File: config.mk
export PLATFORM = sky130hd
export DESIGN_NAME = rgb_to_grayscale_converter_flat
export DESIGN_NICKNAME = d
export VERILOG_FILES = /design/src/rtl/rgb_to_gray_pkg.sv /design/src/rtl/rgb_to_grayscale_converter_if.sv /design/src/rtl/px_weight_mult.sv /design/src/rtl/rgb_to_grayscale_converter.sv /design/src/flat_wrapper.sv
export SDC_FILE = /design/constraint.sdc
export NUM_CORES = 1
export LEC_CHECK = 0
export ABC_AREA = 1
export CORE_MARGIN = 5
export CORE_UTILIZATION = 42
export CTS_CLUSTER_SIZE = 10
export DETAILED_ROUTE_END_ITERATION = 8
export HOLD_SLACK_MARGIN = 0.15
export RECOVER_POWER = 50
export SYNTH_ARGS = -nofsm -noshare
export SYNTH_HDL_FRONTEND = slang
export SYNTH_SLANG_ARGS = --single-unit
File: constraint.sdc
create_clock -name clk_i -period 3.2 [get_ports clk_i]
set_clock_uncertainty 0.1 [all_clocks]
set_input_delay 0.8 -clock clk_i [delete_from_list [all_inputs] [get_ports clk_i]]
set_output_delay 0.8 -clock clk_i [all_outputs]
set_load 0.1 [all_outputs]
File: src/rtl/rgb_to_gray_pkg.sv
// rtl/rgb_to_gray_pkg.sv - shared constants and stage sideband type for the RGB-to-luma converter
package rgb_to_gray_pkg;

    localparam int COEF_WIDTH_DEF = 8;
    localparam int COEF_R_DEF     = 77;
    localparam int COEF_G_DEF     = 150;
    localparam int COEF_B_DEF     = 29;

    localparam int CH_G = 0;
    localparam int CH_B = 1;
    localparam int CH_R = 2;

    localparam int AXIS_DATA_W = 32;
    localparam int AXIS_USER_W = 1;
    localparam int AXIS_DEST_W = 4;
    localparam int AXIS_ID_W   = 4;
    localparam int AXIS_STRB_W = AXIS_DATA_W / 8;

    typedef struct packed {
        logic                   valid;
        logic                   last;
        logic [AXIS_USER_W-1:0] user;
        logic [AXIS_DEST_W-1:0] dest;
        logic [AXIS_ID_W-1:0]   id;
    } sideband_t;

endpackage

File: src/rtl/rgb_to_grayscale_converter_if.sv
// rtl/rgb_to_grayscale_converter_if.sv - AXI4-Stream video bundle with master/slave views
interface rgb_to_grayscale_converter_if;
    import rgb_to_gray_pkg::*;

    logic [AXIS_DATA_W-1:0] tdata;
    logic                   tvalid;
    logic                   tready;
    logic                   tlast;
    logic [AXIS_USER_W-1:0] tuser;
    logic [AXIS_DEST_W-1:0] tdest;
    logic [AXIS_ID_W-1:0]   tid;
    logic [AXIS_STRB_W-1:0] tstrb;
    logic [AXIS_STRB_W-1:0] tkeep;

    modport master (
        output tdata, tvalid, tlast, tuser, tdest, tid, tstrb, tkeep,
        input  tready
    );

    modport slave (
        input  tdata, tvalid, tlast, tuser, tdest, tid, tstrb, tkeep,
        output tready
    );

endinterface

File: src/rtl/px_weight_mult.sv
// rtl/px_weight_mult.sv - registered channel x coefficient product with load enable
module px_weight_mult #(
    parameter int PX_WIDTH   = 10,
    parameter int COEF_WIDTH = 8,
    parameter int COEF       = 77
) (
    input  logic                             clk_i,
    input  logic                             rst_n_i,
    input  logic                             en_i,
    input  logic [PX_WIDTH-1:0]              px_i,
    output logic [PX_WIDTH+COEF_WIDTH:0]     prod_o
);

    localparam int PROD_W = PX_WIDTH + COEF_WIDTH + 1;

    logic [PROD_W-1:0] prod_d;
    logic [PROD_W-1:0] prod_q;

    assign prod_d = PROD_W'(px_i) * PROD_W'(COEF);

    // Data is reset too so a bubble never carries X toward the output.
    always_ff @(posedge clk_i or negedge rst_n_i) begin
        if (!rst_n_i) begin
            prod_q <= '0;
        end else if (en_i) begin
            prod_q <= prod_d;
        end
    end

    assign prod_o = prod_q;

endmodule

File: src/rtl/rgb_to_grayscale_converter.sv
// rtl/rgb_to_grayscale_converter.sv - 3-stage RGB to luma stream; RGB_TO_GRAY_ROUND_EN selects round-half-up
module rgb_to_grayscale_converter
    import rgb_to_gray_pkg::*;
#(
    parameter int PX_WIDTH   = 10,
    parameter int COEF_WIDTH = COEF_WIDTH_DEF,
    parameter int COEF_R     = COEF_R_DEF,
    parameter int COEF_G     = COEF_G_DEF,
    parameter int COEF_B     = COEF_B_DEF
) (
    input  logic                          clk_i,
    input  logic                          rst_n_i,
    rgb_to_grayscale_converter_if.slave   video_i,
    rgb_to_grayscale_converter_if.master  video_o
);

    localparam int PROD_W = PX_WIDTH + COEF_WIDTH + 1;
    localparam int SUM_W  = PROD_W + 2;
    localparam logic [SUM_W-1:0] Y_MAX = SUM_W'((1 << PX_WIDTH) - 1);
`ifdef RGB_TO_GRAY_ROUND_EN
    localparam logic [SUM_W-1:0] ROUND_ADD = SUM_W'(1 << (COEF_WIDTH - 1));
`else
    localparam logic [SUM_W-1:0] ROUND_ADD = '0;
`endif

    logic adv;

    logic [PROD_W-1:0] prod_r;
    logic [PROD_W-1:0] prod_g;
    logic [PROD_W-1:0] prod_b;

    sideband_t sb_in_d;
    sideband_t sb_s1_q;
    sideband_t sb_s2_q;
    sideband_t sb_s3_q;

    logic [SUM_W-1:0]    sum_d;
    logic [SUM_W-1:0]    sum_q;
    logic [SUM_W-1:0]    shifted;
    logic [PX_WIDTH-1:0] y_d;
    logic [PX_WIDTH-1:0] y_q;
    logic                strb_q;

    logic unused_in_bits;
    assign unused_in_bits = ^{video_i.tdata[AXIS_DATA_W-1:3*PX_WIDTH], video_i.tstrb, video_i.tkeep};

    // One global enable: the whole pipe moves together, bubbles included.
    assign adv            = !sb_s3_q.valid || video_o.tready;
    assign video_i.tready = adv;

    px_weight_mult #(.PX_WIDTH(PX_WIDTH), .COEF_WIDTH(COEF_WIDTH), .COEF(COEF_R)) u_mult_r (
        .clk_i   (clk_i),
        .rst_n_i (rst_n_i),
        .en_i    (adv),
        .px_i    (video_i.tdata[CH_R*PX_WIDTH +: PX_WIDTH]),
        .prod_o  (prod_r)
    );

    px_weight_mult #(.PX_WIDTH(PX_WIDTH), .COEF_WIDTH(COEF_WIDTH), .COEF(COEF_G)) u_mult_g (
        .clk_i   (clk_i),
        .rst_n_i (rst_n_i),
        .en_i    (adv),
        .px_i    (video_i.tdata[CH_G*PX_WIDTH +: PX_WIDTH]),
        .prod_o  (prod_g)
    );

    px_weight_mult #(.PX_WIDTH(PX_WIDTH), .COEF_WIDTH(COEF_WIDTH), .COEF(COEF_B)) u_mult_b (
        .clk_i   (clk_i),
        .rst_n_i (rst_n_i),
        .en_i    (adv),
        .px_i    (video_i.tdata[CH_B*PX_WIDTH +: PX_WIDTH]),
        .prod_o  (prod_b)
    );

    always_comb begin
        sb_in_d       = '0;
        sb_in_d.valid = video_i.tvalid;
        sb_in_d.last  = video_i.tlast;
        sb_in_d.user  = video_i.tuser;
        sb_in_d.dest  = video_i.tdest;
        sb_in_d.id    = video_i.tid;
    end

    assign sum_d   = SUM_W'(prod_r) + SUM_W'(prod_g) + SUM_W'(prod_b);
    assign shifted = (sum_q + ROUND_ADD) >> COEF_WIDTH;

    // Saturation only matters when the coefficients sum above unity.
    always_comb begin
        y_d = shifted[PX_WIDTH-1:0];
        if (shifted > Y_MAX) begin
            y_d = Y_MAX[PX_WIDTH-1:0];
        end
    end

    always_ff @(posedge clk_i or negedge rst_n_i) begin
        if (!rst_n_i) begin
            sb_s1_q <= '0;
            sb_s2_q <= '0;
            sb_s3_q <= '0;
            sum_q   <= '0;
            y_q     <= '0;
            strb_q  <= 1'b0;
        end else begin
            strb_q <= 1'b1;
            if (adv) begin
                sb_s1_q <= sb_in_d;
                sb_s2_q <= sb_s1_q;
                sb_s3_q <= sb_s2_q;
                sum_q   <= sum_d;
                y_q     <= y_d;
            end
        end
    end

    assign video_o.tdata  = AXIS_DATA_W'(y_q);
    assign video_o.tvalid = sb_s3_q.valid;
    assign video_o.tlast  = sb_s3_q.last;
    assign video_o.tuser  = sb_s3_q.user;
    assign video_o.tdest  = sb_s3_q.dest;
    assign video_o.tid    = sb_s3_q.id;
    assign video_o.tstrb  = {AXIS_STRB_W{strb_q}};
    assign video_o.tkeep  = {AXIS_STRB_W{strb_q}};

endmodule
File: src/flat_wrapper.sv
// flat-port wrapper written by rule: the top's interface ports become plain ports
module rgb_to_grayscale_converter_flat import rgb_to_gray_pkg::*;
#(
    parameter int PX_WIDTH   = 10,
    parameter int COEF_WIDTH = COEF_WIDTH_DEF,
    parameter int COEF_R     = COEF_R_DEF,
    parameter int COEF_G     = COEF_G_DEF,
    parameter int COEF_B     = COEF_B_DEF
)
  (clk_i, rst_n_i, video_i_tdata, video_i_tvalid, video_i_tlast, video_i_tuser, video_i_tdest, video_i_tid, video_i_tstrb, video_i_tkeep, video_i_tready, video_o_tdata, video_o_tvalid, video_o_tlast, video_o_tuser, video_o_tdest, video_o_tid, video_o_tstrb, video_o_tkeep, video_o_tready);
  rgb_to_grayscale_converter_if video_i_i ();
  rgb_to_grayscale_converter_if video_o_i ();
  input  logic clk_i;
  input  logic rst_n_i;
  input wire logic [$bits(video_i_i.tdata)-1:0] video_i_tdata;
  input wire logic [$bits(video_i_i.tvalid)-1:0] video_i_tvalid;
  input wire logic [$bits(video_i_i.tlast)-1:0] video_i_tlast;
  input wire logic [$bits(video_i_i.tuser)-1:0] video_i_tuser;
  input wire logic [$bits(video_i_i.tdest)-1:0] video_i_tdest;
  input wire logic [$bits(video_i_i.tid)-1:0] video_i_tid;
  input wire logic [$bits(video_i_i.tstrb)-1:0] video_i_tstrb;
  input wire logic [$bits(video_i_i.tkeep)-1:0] video_i_tkeep;
  output wire logic [$bits(video_i_i.tready)-1:0] video_i_tready;
  output wire logic [$bits(video_o_i.tdata)-1:0] video_o_tdata;
  output wire logic [$bits(video_o_i.tvalid)-1:0] video_o_tvalid;
  output wire logic [$bits(video_o_i.tlast)-1:0] video_o_tlast;
  output wire logic [$bits(video_o_i.tuser)-1:0] video_o_tuser;
  output wire logic [$bits(video_o_i.tdest)-1:0] video_o_tdest;
  output wire logic [$bits(video_o_i.tid)-1:0] video_o_tid;
  output wire logic [$bits(video_o_i.tstrb)-1:0] video_o_tstrb;
  output wire logic [$bits(video_o_i.tkeep)-1:0] video_o_tkeep;
  input wire logic [$bits(video_o_i.tready)-1:0] video_o_tready;
  assign video_i_i.tdata = video_i_tdata;
  assign video_i_i.tvalid = video_i_tvalid;
  assign video_i_i.tlast = video_i_tlast;
  assign video_i_i.tuser = video_i_tuser;
  assign video_i_i.tdest = video_i_tdest;
  assign video_i_i.tid = video_i_tid;
  assign video_i_i.tstrb = video_i_tstrb;
  assign video_i_i.tkeep = video_i_tkeep;
  assign video_i_tready = video_i_i.tready;
  assign video_o_tdata = video_o_i.tdata;
  assign video_o_tvalid = video_o_i.tvalid;
  assign video_o_tlast = video_o_i.tlast;
  assign video_o_tuser = video_o_i.tuser;
  assign video_o_tdest = video_o_i.tdest;
  assign video_o_tid = video_o_i.tid;
  assign video_o_tstrb = video_o_i.tstrb;
  assign video_o_tkeep = video_o_i.tkeep;
  assign video_o_i.tready = video_o_tready;
  rgb_to_grayscale_converter #(.PX_WIDTH(PX_WIDTH), .COEF_WIDTH(COEF_WIDTH), .COEF_R(COEF_R), .COEF_G(COEF_G), .COEF_B(COEF_B)) u_core (.clk_i(clk_i), .rst_n_i(rst_n_i), .video_i(video_i_i), .video_o(video_o_i));
endmodule
==> reports/results.tsv <==
stage	metric	value	unit
placement	gp_congestion	0.883	
floorplanning	die_w	160	um
layout	syn_to_final_growth	38.1	%
placement	portBuffers	73	
critical_path	crit_top_cell	ha_4	
sta	max_freq	300	MHz
synthesis	synth_compound_area_share	10.4	%
synthesis	synthSimpleGateAreaFrac	20.2	%
synthesis	netlist_area	0.00944	mm2
sta	slew-limit-headroom	12.5	%
global_route	overflow	0	
sta	setup_ws	-132	ps
global_route	grt_pass1_vias	7645	
layout	num-nets-final	1611	
critical_path	crit_path_top_delay_cell	fa_1	
sta	hold_violations	0	
clock_tree	root_buffer	clkbuf_16	
floorplanning	io_pins	106	
route	drt_wl_total	21.9	mm
floorplanning	coreArea	0.0220	mm2
floorplanning	num_rows	54	
synthesis	synth_cells	1168	
global_route	grt_max_degree	122	
synthesis	synthAdderAreaFrac	27.5	%
critical_path	critPathTopFamily	adder cells	
layout	drive_gt1_share	34.0	%
critical_path	path_cells	buf_12 -> ha_4 -> ha_4 -> fa_1 -> inv_1 -> fa_1 -> inv_2 -> ha_4 -> buf_6 -> nand2_4 -> o21ai_1 -> a21oi_1 -> o21ai_2 -> or2_1 -> nand3_1 -> nand2_1	
sta	finalCritPeriodShare	104	%
route	route.detailed.drc	0	
synthesis	synth.area.mux_share	0	%
clock_tree	cts_buffer_depth	2	
floorplanning	die_y	160	um
clock_tree	clk_latency	360	ps
sta	min_period	3330	ps
outcome	violations	negative setup slack	
synthesis	synth_top_area_cell	dfrtp_1	
critical_path	worstPathArrival	3480	ps
clock_tree	cts_num_sinks	105	
sta	finalSetupViolCount	19	
route	drt-pass1-iter-count	4	
clock_tree	cts_made_buffers	9	
sta	whs	363	ps
min_path	hp-class	reg2reg	
critical_path	crit_required	3350	ps
outcome	status	finished, violations left	
floorplanning	die-area	0.0256	mm2
synthesis	yosys.area.top_type_share	27.8	%
route	antenna_left	0	
flow_run	drv_cap	0	
synthesis	synth_top_family_by_area	adder cells	
critical_path	crit_buf_inv	4	
synthesis	yosysWarnings	0	
global_route	antenna_found_initial	0	
sta	rsz0062_at_grt	true	
synthesis	synth_area_leaders	dfrtp_1 (28%), ha_1 (19%), nand2_1 (12%), fa_1 (8.3%), inv_1 (6.7%)	
synthesis	seq_area_frac_synth	27.8	%
critical_path	cp-start-kind	primary input	
route	wl_per_cell	13.2	um
clock_tree	clk_pin_slew	70	ps
sta	worst_pin_slew	1310	ps
layout	final_util	59.4	%
critical_path	max_stage_delay	490	ps
critical_path	path_class	in2reg	
critical_path	cp_max_fo	4	
route	drt_iter0_drc	370	
route	vias_per_cell	4.77	
synthesis	synth-edff-count	0	
synthesis	synthFlopType	dfrtp_1	
synthesis	synth.distinct_cells	45	
layout	antenna_cells	0	
global_route	grt_pass1_wl	36.6	mm
synthesis	synthArstFlopShare	100	%
sta	finalMaxSlewViolations	0	
route	vias	7914	
clock_tree	cts_tree	yes	
synthesis	synth_xor_area_share	3.34	%
synthesis	ys_ff_latch	105	
layout	n_fill_cell	1983	
synthesis	synth_area_per_cell	8.08	um2
placement	dp_hpwl	17.2	mm
critical_path	end_kind	flop	
global_route	track_usage	17.1	%
synthesis	synthTopCellsByCount	nand2_1 (294), inv_1 (169), ha_1 (145)	
clock_tree	htreeDepth	3	
synthesis	post-synth-top-count-cell	nand2_1	
floorplanning	initial_core_util	43.0	%
## timing repair
item / CTS / global route
buffers inserted: 12 / 12
pin swaps: 112 / 84
setup endpoints to repair: 35 / 39
resized for setup: 193 / 112
hold buffers: 0 / 0
## final timing paths
check / start / cells past startpoint / endpoint / slack [ps]
worst max-delay path: video_i_tdata[6] / 16 / u_core.u_mult_g.prod_o[16]$_DFFE_PN0P_ / -130
worst min-delay path: u_core.sb_s2_q[5]$_DFFE_PN0P_ / 2 / u_core.video_o.tdest[1]$_DFFE_PN0P_ / 360
worst max register to register: u_core.u_mult_g.prod_o[1]$_DFFE_PN0P_ / 14 / u_core.sum_q[15]$_DFFE_PN0P_ / 180
worst min register to register: u_core.sb_s2_q[5]$_DFFE_PN0P_ / 2 / u_core.video_o.tdest[1]$_DFFE_PN0P_ / 360
max in group asynchronous: rst_n_i / 2 / u_core.u_mult_r.prod_o[2]$_DFFE_PN0P_ / 540
min in group asynchronous: rst_n_i / 1 / u_core.y_q[3]$_DFFE_PN0P_ / 560
## placed cells by master, fill, tap and decap left out, types with 7 or more instances in the layout
cell             count
a21oi_4              9
xor2_1              13
inv_2               36
dfrtp_1            105
nand2_2             26
nand3_1             27
inv_1              134
a21oi_2             20
clkdlybuf4s50_1     12
a31oi_1             12
fa_1                32
buf_12               8
o21ai_1             14
fa_2                 7
a21o_1               8
nand3_2             20
nor2_2              10
nor2_4               9
ha_1                92
nand2_4             11
a21oi_1             26
nor2_1              33
conb_1              23
clkbuf_16            9
xnor2_1             15
o21ai_0             56
buf_4              167
nand2_1            271
ha_4                50
nand4_1              8
buf_6               20
o21ai_2              9
## through the flow
step	instance area, um2	instances	TNS (ps)	setup slack (ps)
after floorplan	10100	1189	-4060	-349
after CTS	12500	1648	-2210	-165
after detailed placement	11800	1621	-30320	-1080
final	13000	1658	-1460	-132
after global routing	13000	1658	-3760	-259
after global placement	11800	1621	-28680	-1020
## sequential cells by signal (all words and copies together) (netlist names)
name                    cells
u_core.video_o.tid          4
u_core.u_mult_b.prod_o     15
u_core.sb_s1_q             11
u_core.u_mult_r.prod_o     17
u_core.video_o.tvalid       1
u_core.y_q                 10
u_core.video_o.tlast        1
u_core.video_o.tuser        1
u_core.sum_q               12
u_core.u_mult_g.prod_o     17
u_core.strb_q               1
u_core.video_o.tdest        4
u_core.sb_s2_q             11
## cell families (layout without fill, tap and decap cells)
group,after synthesis,after routing
and+or+nand+nor,442,442
AOI/OAI and AO/OA,173,173
xor gates and xnor gates,36,36
DFF,105,105
buffers and inverters,226,415
adders and majority gates,184,184
other,2,23
## per-layer routing
metal	global-route usage (%)	vias up	wire length, um
met5	0	-	0
met4	3.72	0	272
met3	2.76	19	707
met2	27.3	105	10100
met1	24.6	3662	10800
li1	-	4128	-
## worst reg2reg max path: cells and delay by family, from the launching register on
family	cells	cell delay, ps
adders and majority gates	3	960
DFF	1	400
AOI/OAI and AO/OA	3	450
and+or+nand+nor	6	640
xor gates and xnor gates	2	340
## area by class of cell
cell class	instances	area [um2]	area share (%)
clock buffer	9	225	1.73
clock inverter	7	70.1	0.538
inverter	173	672	5.15
multi-input combinational	858	7180	55.1
sequential	105	2630	20.2
tap	280	350	2.69
timing repair buffer	226	1910	14.6
Power is not shown: default switching activity piles up to over one toggle a cycle in this logic, so the estimate is an artifact.
